==> src/rtl/snow64_instr_fetch.sv <==
// rtl/snow64_instr_fetch.sv - Single-outstanding instruction fetch unit with redirect handling and decode FIFO
// Optional perf counters enabled by defining SNOW64_INSTR_FETCH_PERF_COUNTERS_EN.

module snow64_instr_fetch #(
  parameter int                         WIDTH__CPU_ADDR = 64,
  parameter int                         WIDTH__INSTR    = 32,
  parameter int                         DEPTH__FIFO     = 4,
  parameter logic [WIDTH__CPU_ADDR-1:0] RESET_PC        = '0
) (
  input  logic                       clk,
  input  logic                       rst,
  input  logic                       in_redirect_valid,
  input  logic [WIDTH__CPU_ADDR-1:0] in_redirect_addr,
  output logic                       out_req_read_req,
  output logic [WIDTH__CPU_ADDR-1:0] out_req_read_addr,
  input  logic                       in_req_read_valid,
  input  logic [WIDTH__INSTR-1:0]    in_req_read_instr,
  output logic                       out_decode_valid,
  output logic [WIDTH__INSTR-1:0]    out_decode_instr,
  output logic [WIDTH__CPU_ADDR-1:0] out_decode_pc,
  input  logic                       in_decode_ready
`ifdef SNOW64_INSTR_FETCH_PERF_COUNTERS_EN
  ,
  output logic [31:0]                out_perf_fetched,
  output logic [31:0]                out_perf_discarded
`endif
);

  localparam int PTR_W = (DEPTH__FIFO > 1) ? $clog2(DEPTH__FIFO) : 1;
  localparam int CNT_W = PTR_W + 1;
  localparam logic [CNT_W-1:0] FIFO_FULL = CNT_W'(DEPTH__FIFO);

  typedef enum logic [1:0] {
    StIdle         = 2'd0,
    StWaitForCache = 2'd1,
    StDiscard      = 2'd2
  } state_e;

  state_e                     state_q, state_d;
  logic [WIDTH__CPU_ADDR-1:0] fetch_pc_q, fetch_pc_d;
  logic                       req_q, req_d;
  logic [WIDTH__CPU_ADDR-1:0] req_addr_q, req_addr_d;
  logic [PTR_W-1:0]           rd_ptr_q, rd_ptr_d;
  logic [PTR_W-1:0]           wr_ptr_q, wr_ptr_d;
  logic [CNT_W-1:0]           count_q, count_d;

  logic [WIDTH__INSTR-1:0]    fifo_instr_q [DEPTH__FIFO];
  logic [WIDTH__CPU_ADDR-1:0] fifo_pc_q    [DEPTH__FIFO];

  logic                       push;
  logic                       pop;
  logic [WIDTH__CPU_ADDR-1:0] redirect_pc;

  assign redirect_pc = in_redirect_addr & ~WIDTH__CPU_ADDR'(3);

  // A redirect flushes the FIFO, so it also suppresses any same-cycle pop.
  assign pop = (count_q != '0) && in_decode_ready && !in_redirect_valid;

  always_comb begin
    state_d    = state_q;
    fetch_pc_d = fetch_pc_q;
    req_d      = 1'b0;
    req_addr_d = req_addr_q;
    push       = 1'b0;

    case (state_q)
      StIdle: begin
        if (in_redirect_valid) begin
          fetch_pc_d = redirect_pc;
        end else if (count_q != FIFO_FULL) begin
          req_d      = 1'b1;
          req_addr_d = fetch_pc_q;
          state_d    = StWaitForCache;
        end
      end

      StWaitForCache: begin
        if (in_redirect_valid) begin
          fetch_pc_d = redirect_pc;
          state_d    = in_req_read_valid ? StIdle : StDiscard;
        end else if (in_req_read_valid) begin
          push       = 1'b1;
          fetch_pc_d = fetch_pc_q + WIDTH__CPU_ADDR'(4);
          state_d    = StIdle;
        end
      end

      StDiscard: begin
        // The stale response still terminates the outstanding request.
        if (in_redirect_valid) begin
          fetch_pc_d = redirect_pc;
        end
        if (in_req_read_valid) begin
          state_d = StIdle;
        end
      end

      default: begin
        state_d = StIdle;
      end
    endcase
  end

  always_comb begin
    rd_ptr_d = rd_ptr_q;
    wr_ptr_d = wr_ptr_q;
    count_d  = count_q;

    if (in_redirect_valid) begin
      rd_ptr_d = '0;
      wr_ptr_d = '0;
      count_d  = '0;
    end else begin
      if (push) begin
        wr_ptr_d = wr_ptr_q + PTR_W'(1);
      end
      if (pop) begin
        rd_ptr_d = rd_ptr_q + PTR_W'(1);
      end
      case ({push, pop})
        2'b10:   count_d = count_q + CNT_W'(1);
        2'b01:   count_d = count_q - CNT_W'(1);
        default: count_d = count_q;
      endcase
    end
  end

  always_ff @(posedge clk or posedge rst) begin
    if (rst) begin
      state_q    <= StIdle;
      fetch_pc_q <= RESET_PC;
      req_q      <= 1'b0;
      req_addr_q <= '0;
      rd_ptr_q   <= '0;
      wr_ptr_q   <= '0;
      count_q    <= '0;
    end else begin
      state_q    <= state_d;
      fetch_pc_q <= fetch_pc_d;
      req_q      <= req_d;
      req_addr_q <= req_addr_d;
      rd_ptr_q   <= rd_ptr_d;
      wr_ptr_q   <= wr_ptr_d;
      count_q    <= count_d;
    end
  end

  // Storage needs no reset: count_q gates every read.
  always_ff @(posedge clk) begin
    if (push) begin
      fifo_instr_q[wr_ptr_q] <= in_req_read_instr;
      fifo_pc_q[wr_ptr_q]    <= fetch_pc_q;
    end
  end

  assign out_req_read_req  = req_q;
  assign out_req_read_addr = req_addr_q;
  assign out_decode_valid  = (count_q != '0);
  assign out_decode_instr  = fifo_instr_q[rd_ptr_q];
  assign out_decode_pc     = fifo_pc_q[rd_ptr_q];

`ifdef SNOW64_INSTR_FETCH_PERF_COUNTERS_EN
  logic        drop;
  logic [31:0] perf_fetched_q;
  logic [31:0] perf_discarded_q;

  assign drop = in_req_read_valid &&
                ((state_q == StDiscard) ||
                 ((state_q == StWaitForCache) && in_redirect_valid));

  always_ff @(posedge clk or posedge rst) begin
    if (rst) begin
      perf_fetched_q   <= '0;
      perf_discarded_q <= '0;
    end else begin
      if (push && (perf_fetched_q != '1)) begin
        perf_fetched_q <= perf_fetched_q + 32'd1;
      end
      if (drop && (perf_discarded_q != '1)) begin
        perf_discarded_q <= perf_discarded_q + 32'd1;
      end
    end
  end

  assign out_perf_fetched   = perf_fetched_q;
  assign out_perf_discarded = perf_discarded_q;
`endif

endmodule

==> config.mk <==
export PLATFORM = sky130hd
export DESIGN_NAME = snow64_instr_fetch
export DESIGN_NICKNAME = d
export VERILOG_FILES = /design/src/rtl/snow64_instr_fetch.sv
export SDC_FILE = /design/constraint.sdc
export NUM_CORES = 1
export LEC_CHECK = 0
export BUFFER_PORTS_ARGS = -buffer_cell sky130_fd_sc_hd__buf_2
export CAP_MARGIN = 10
export CELL_PAD_IN_SITES_DETAIL_PLACEMENT = 1
export CELL_PAD_IN_SITES_GLOBAL_PLACEMENT = 1
export CORE_MARGIN = 2
export CORE_UTILIZATION = 54
export CTS_BUF_LIST = sky130_fd_sc_hd__clkbuf_2 sky130_fd_sc_hd__clkbuf_4 sky130_fd_sc_hd__clkbuf_8
export DETAILED_ROUTE_END_ITERATION = 8
export PLACE_DENSITY_LB_ADDON = 0.1
export SLEW_MARGIN = 20
export SYNTH_ARGS = -nofsm -noshare
export SYNTH_HDL_FRONTEND = slang
export SYNTH_SLANG_ARGS = --single-unit
==> constraint.sdc <==
create_clock -name clk -period 6.7 [get_ports clk]
set_input_delay 0.335 -clock clk [delete_from_list [all_inputs] [get_ports clk]]
set_output_delay 0.335 -clock clk [all_outputs]
set_load 0.01 [all_outputs]
== Yosys cells after proc, flatten, opt, wreduce, memory -nomap -nowiden ==
Memory sizes are Yosys's and may differ from the RTL's.
Index checks and enable logic that the tools add are counted.

* Bits in registers: 138
* Bits in writable memories: 384
* Logic and storage cells: 61
* Memories kept: 2

{| class="wikitable"
|+ Memories
! memory !! depth !! width !! read ports !! clocked after memory_dff !! wr ports !! line !! RTL
|-
| fifo_pc_q || 4 || 64 || 1 || 0 || 1 || 48 || <nowiki>logic [WIDTH__CPU_ADDR-1:0] fifo_pc_q [DEPTH__FIFO];</nowiki>
|-
| fifo_instr_q || 4 || 32 || 1 || 0 || 1 || 47 || <nowiki>logic [WIDTH__INSTR-1:0] fifo_instr_q [DEPTH__FIFO];</nowiki>
|}

* $add $sub $neg: 5
* Eq/ne operators: 9
* Muxes and demuxes: 24
* Bitwise logic cells: 1
* Reduce and logical (&&, ||, !) cells: 13

{| class="wikitable"
|+ Operators by type and width
! kind !! number
|-
| 2-to-1 mux 64 bit || 3
|-
| case mux 64 bit (2 select lines) || 1
|-
| adder 64 x 3 -> 64 bit, second input constant || 1
|-
| 2-to-1 mux 2 bit || 9
|-
| 2-to-1 mux 1 bit || 8
|-
| inequality test 3 bit, second input constant || 2
|-
| case mux 2 bit (3 select lines) || 1
|-
| case mux 3 bit (2 select lines) || 1
|-
| AND reduction 3 bit || 2
|-
| nonzero test 2 bit || 3
|-
| nonzero test 3 bit || 2
|-
| adder 2 x 1 -> 2 bit, second input constant || 2
|-
| equality test 2 x 1 -> 1 bit, second input constant || 2
|-
| equality test 2 bit, second input constant || 2
|-
| inequality test 2 bit, second input constant || 2
|-
| adder 3 x 1 -> 3 bit, second input constant || 1
|-
| 2-to-1 mux 3 bit || 1
|-
| subtractor 3 x 1 -> 3 bit, second input constant || 1
|-
| logical AND 1 bit || 2
|-
| zero test 2 bit || 1
|-
| inequality test 2 x 1 -> 1 bit, second input constant || 1
|-
| AND reduction 2 bit || 1
|-
| OR reduction 2 bit || 1
|-
| zero test 1 bit || 1
|-
| NOT 1 bit || 1
|}

== Depth between registers and ports, before layout ==
* Word-level depth: 6
* Depth in mapped cells: 9
* Mapped depth without buffers: 8

== Worst setup path before layout ==
No wires, ideal clock.

* Path kind: register to register
* From: register state_q[0]
* To: memory fifo_instr_q[0][0] (enable)
* Library setup time: 463 ps
* Arrival: 3575 ps
* Required time: 6237 ps
* Setup slack: 2662 ps
* Cell stages (with the launch flop): 5
* Path buffers: 2
* Period minus slack after synthesis: 4038 ps
* Path through: dfrtp_1 clkbuf_1 nor4bb_1 clkbuf_1 and2_1

* Word-level cells in the longest chain between the ends: 4

{| class="wikitable"
|+ Ends and longest elaborated chain
! what !! line !! RTL
|-
| start: declaration || 39 || <nowiki>state_e state_q, state_d;</nowiki>
|-
| start signal: assignment || 130 || <nowiki>state_q <= StIdle;</nowiki>
|-
| start signal: assignment || 138 || <nowiki>state_q <= state_d;</nowiki>
|-
| equality test 2 x 1 -> 1 bit || 66 || <nowiki>case (state_q)</nowiki>
|-
| 2-to-1 mux 1 bit || 66 ||
|-
| 2-to-1 mux 1 bit || 150 || <nowiki>if (push) begin</nowiki>
|-
| 2-to-1 mux 1 bit (implied by the code) || 151 || <nowiki>fifo_instr_q[wr_ptr_q] <= in_req_read_instr;</nowiki>
|-
| end: declaration || 47 ||
|}

Every way passes these cells.

== Worst setup path after layout ==
* From: register rd_ptr_q[0]
* To: output port out_decode_pc[34]

* Word-level cells in the longest chain between the ends: 1

{| class="wikitable"
|+ Ends and longest elaborated chain
! what !! line !! RTL
|-
| start: declaration || 43 || <nowiki>logic [PTR_W-1:0] rd_ptr_q, rd_ptr_d;</nowiki>
|-
| start signal: assignment || 142 || <nowiki>rd_ptr_q <= rd_ptr_d;</nowiki>
|-
| memory read (4 x 64 bit) || - ||
|-
| end: declaration || 20 || <nowiki>output logic [WIDTH__CPU_ADDR-1:0] out_decode_pc,</nowiki>
|}

Every way passes these cells.

==> results.py <==
metrics = {
    "worst_setup_path": {
        "rr_startpoint": "fetch_pc_q[2]$_DFFE_PP0P_",
        "cp-start-kind": "register",
        "critical_path_required_ns": 6.36,
        "critPathSlowestCell": "dfrtp_4",
        "crit_type": "reg -> out",
        "cp-end-kind": "primary output",
        "crit_fanout": 36,
        "crit_family": "flip-flops",
        "ff2ff_setup_slack_ns": 3.38,
        "path_cells": "buf_4 > mux4_2 > buf_2",
        "crit_buf_inv": 2,
        "cp_data_arrival_time_ns": 3.16,
        "max_stage_delay_ns": 0.97,
        "reg2regPathDepth": 6,
        "rr_endpoint": "fetch_pc_q[60]$_DFFE_PP0P_",
    },
    "synthesis": {
        "synth_edf_count": 376,
        "syn_area_per_cell_sq_um": 15.2,
        "netlist_area_sq_um": 20800,
        "synth_warnings": 0,
        "yosys_register_bits": 510,
        "synth.most_common_cell": "edfxtp_1",
        "synth.largest_area_cell": "edfxtp_1",
        "synthTopCellsByCount": "edfxtp_1, nand2_1, dfrtp_1",
        "synth_cells": 1367,
        "synth_cell_types": 61,
        "synthArstFlopShare_pct": 26.3,
        "synthFlopType": "edfxtp_1",
        "ys_top_cells_by_area": "edfxtp_1, dfrtp_1, mux4_2",
        "yosysTopAreaCellShare_pct": 54.3,
        "ys_seq_area_share_pct": 70.4,
    },
    "layout": {
        "final_cell_area_sq_um": 25000,
        "syn2layout_area_growth_pct": 20.0,
        "drive_gt1_share_pct": 30.6,
        "fin_nets": 1811,
    },
    "place": {
        "gp_congestion": 0.823,
        "dpl_cell_area_sq_um": 22600,
        "hpwl_mm": 35.7,
        "io_buffers": 256,
    },
    "min_path": {
        "holdPathStages": 3,
        "min_to": "fetch_pc_q[2]$_DFFE_PP0P_",
        "min_from": "in_redirect_addr[2]",
        "hp-class": "in -> reg",
    },
    "cts": {
        "root_buffer": "clkbuf_8",
        "worstSkewPairLatency_ns": 0.67,
        "cts.sinks": 510,
        "htreeDepth": 3,
        "cts_inserted_buffers": 82,
        "cts_max_path_buffers": 3,
        "cts.clk_slew.worst_paths_ns": 0.07,
        "cts.repair.resized": 0,
        "cts_tree": "built",
    },
    "sta": {
        "fin_crit_ns": 3.49,
        "period_share_pct": 52.1,
        "fin_skew_ns": 0.0306,
        "hold_ws_ns": 0.0243,
        "rsz0062_at_grt": "no",
        "fmaxAchievable_mhz": 286,
        "finalHoldViolations": 0,
        "worstMarginPinSlew_ns": 0.913,
        "slew_violations": 0,
        "finalSetupTns_ns": 0,
        "maxSlewHeadroom_pct": 39.1,
        "setup_viol": 0,
    },
    "grt": {
        "grt_pass1_vias": 14800,
        "grt_max_degree": 86,
        "antenna_found_initial": 2,
        "grt_pass1_wl_mm": 91.8,
        "grt_overflow": 0,
        "track_usage_pct": 30.4,
    },
    "pwr": {
        "internal-power_uw": 6650,
        "comb_power_share_pct": 24.9,
        "switching_share_pct": 34.7,
        "clockPowerShare_pct": 27.7,
        "switchingPower_uw": 3530,
        "power_leakage_uw": 0.00920,
        "peakVddDrop_v": 0.000331,
        "powerDensity_nw_per_um2": 408,
        "fin_total_pwr_uw": 10200,
        "p_seq_share_pct": 47.4,
    },
    "die": {
        "fp.dieH_um": 200,
        "coreArea_sq_um": 37800,
        "io_pins": 263,
        "core.rowCount": 71,
        "die_w_um": 200,
        "die-area_sq_um": 40100,
        "initial_utilization_pct": 55.1,
    },
    "detailed_routing": {
        "drtAntennaViolNets": 0,
        "drc": 0,
        "routed_wl_mm": 60.0,
        "avgViaCountPerCell": 6.12,
        "num_vias": 14000,
        "drt_iter0_drc": 1033,
        "detail_route.wl_per_cell_um": 26.3,
        "drt-pass1-iter-count": 7,
    },
    "run": {
        "drv_cap": 0,
    },
    "outcome": {
        "status": "finished, final reports clean",
    },
}
==> through the flow <==
step           std cells  util [%]  setup slack, ns
3_5_place_dp        2066      59.8             3.28
5_1_grt             2283      66.1             2.99
3_3_place_gp        2066      59.8             3.32
4_1_cts             2281      66.1             3.11
6_report            2283      66.1             3.21
2_1_floorplan       1370         -             2.66
==> cells in the final DEF (no fill, tap or decap), types with 23 or more instances in the layout <==
master,Yosys,routed
dlygate4sd3_1,0,65
clkbuf_8,0,95
mux4_2,94,94
nor2_1,47,47
dfrtp_1,134,132
buf_2,8,256
edfxtp_1,376,376
buf_4,6,23
o21ai_0,38,38
clkbuf_4,0,33
nand4_1,37,37
nand2_1,228,228
nand3_1,37,37
a21oi_1,55,54
==> worst register-to-register path, cell delays in order (launching register included) <==
cell,delay [ns]
dfrtp_1,0.61
ha_1,0.29
nand3_1,0.35
nor4_1,0.73
nand4_1,0.57
mux2i_1,0.26
or3_1,0.38
==> worst max path at each step <==
stage	start	endpoint	slack (ns)	cells after the start
after floorplan	state_q[0]$_DFFE_PP0P_	fifo_instr_q[0][0]$_DFFE_PP_	2.66	4
after global placement	in_redirect_valid	fifo_instr_q[0][14]$_DFFE_PP_	3.32	5
after detailed placement	in_redirect_valid	fifo_pc_q[1][44]$_DFFE_PP_	3.28	5
after CTS	rd_ptr_q[0]$_DFFE_PP0P_	out_decode_pc[34]	3.11	3
after global routing	rd_ptr_q[0]$_DFFE_PP0P_	out_decode_pc[5]	2.99	3
final	rd_ptr_q[0]$_DFFE_PP0P_	out_decode_pc[34]	3.21	3
==> area by class of cell <==
| cell class | instances | area, sq um |
|---|---|---|
| Sequential cell | 510 | 14700 |
| Fill cell | 3562 | 12800 |
| Multi-Input combinational cell | 755 | 5770 |
| Timing Repair Buffer | 344 | 2100 |
| Clock buffer | 128 | 1560 |
| Tap cell | 511 | 639 |
| Clock inverter | 22 | 185 |
| Inverter | 11 | 46.3 |
| Antenna cell | 2 | 5.00 |
==> power groups by stage <==
stage | logic (uW) | registers [uW] | clock network, uW
floorplan | 1630 | 4570 | 0
global placement | 2410 | 4800 | 0
detailed placement | 2490 | 4860 | 0
CTS | 2540 | 4800 | 2850
global route | 2760 | 4910 | 3010
finish | 2530 | 4830 | 2820
==> cell families after synthesis <==
| logic type | after synthesis | share of synthesized area [%] |
|---|---|---|
| simple gates | 450 | 10.4 |
| other cells | 1 | 0.0180 |
| buf+inv | 105 | 2.05 |
| flops | 510 | 70.4 |
| xor+xnor | 5 | 0.211 |
| compound gates | 191 | 6.02 |
| fa+ha+maj | 6 | 0.397 |
| mux | 99 | 10.4 |
==> flip-flops by register name, summed over array words and instances (netlist names) <==
register / cells
count_q: 3
fetch_pc_q: 62
fifo_instr_q: 128
fifo_pc_q: 248
out_req_read_addr: 62
out_req_read_req: 1
rd_ptr_q: 2
state_q: 2
wr_ptr_q: 2
==> layer usage <==
layer / vias to the layer above / part of all wire, % / global-route usage, % / wire length [um]
li1: 5975 / - / - / -
met3: 118 / 6.5 / 5.61 / 3920
met2: 568 / 49 / 48.2 / 29400
met1: 7308 / 41 / 42.3 / 24700
met4: 0 / 3.2 / 11.9 / 1900
met5: - / 0 / 0 / 0
==> timing repair <==
action                    CTS  global route
hold buffers               65             0
hold endpoints to repair  243             0
buffers inserted            0             0
No activity file was read; power rests on OpenSTA's default activity.
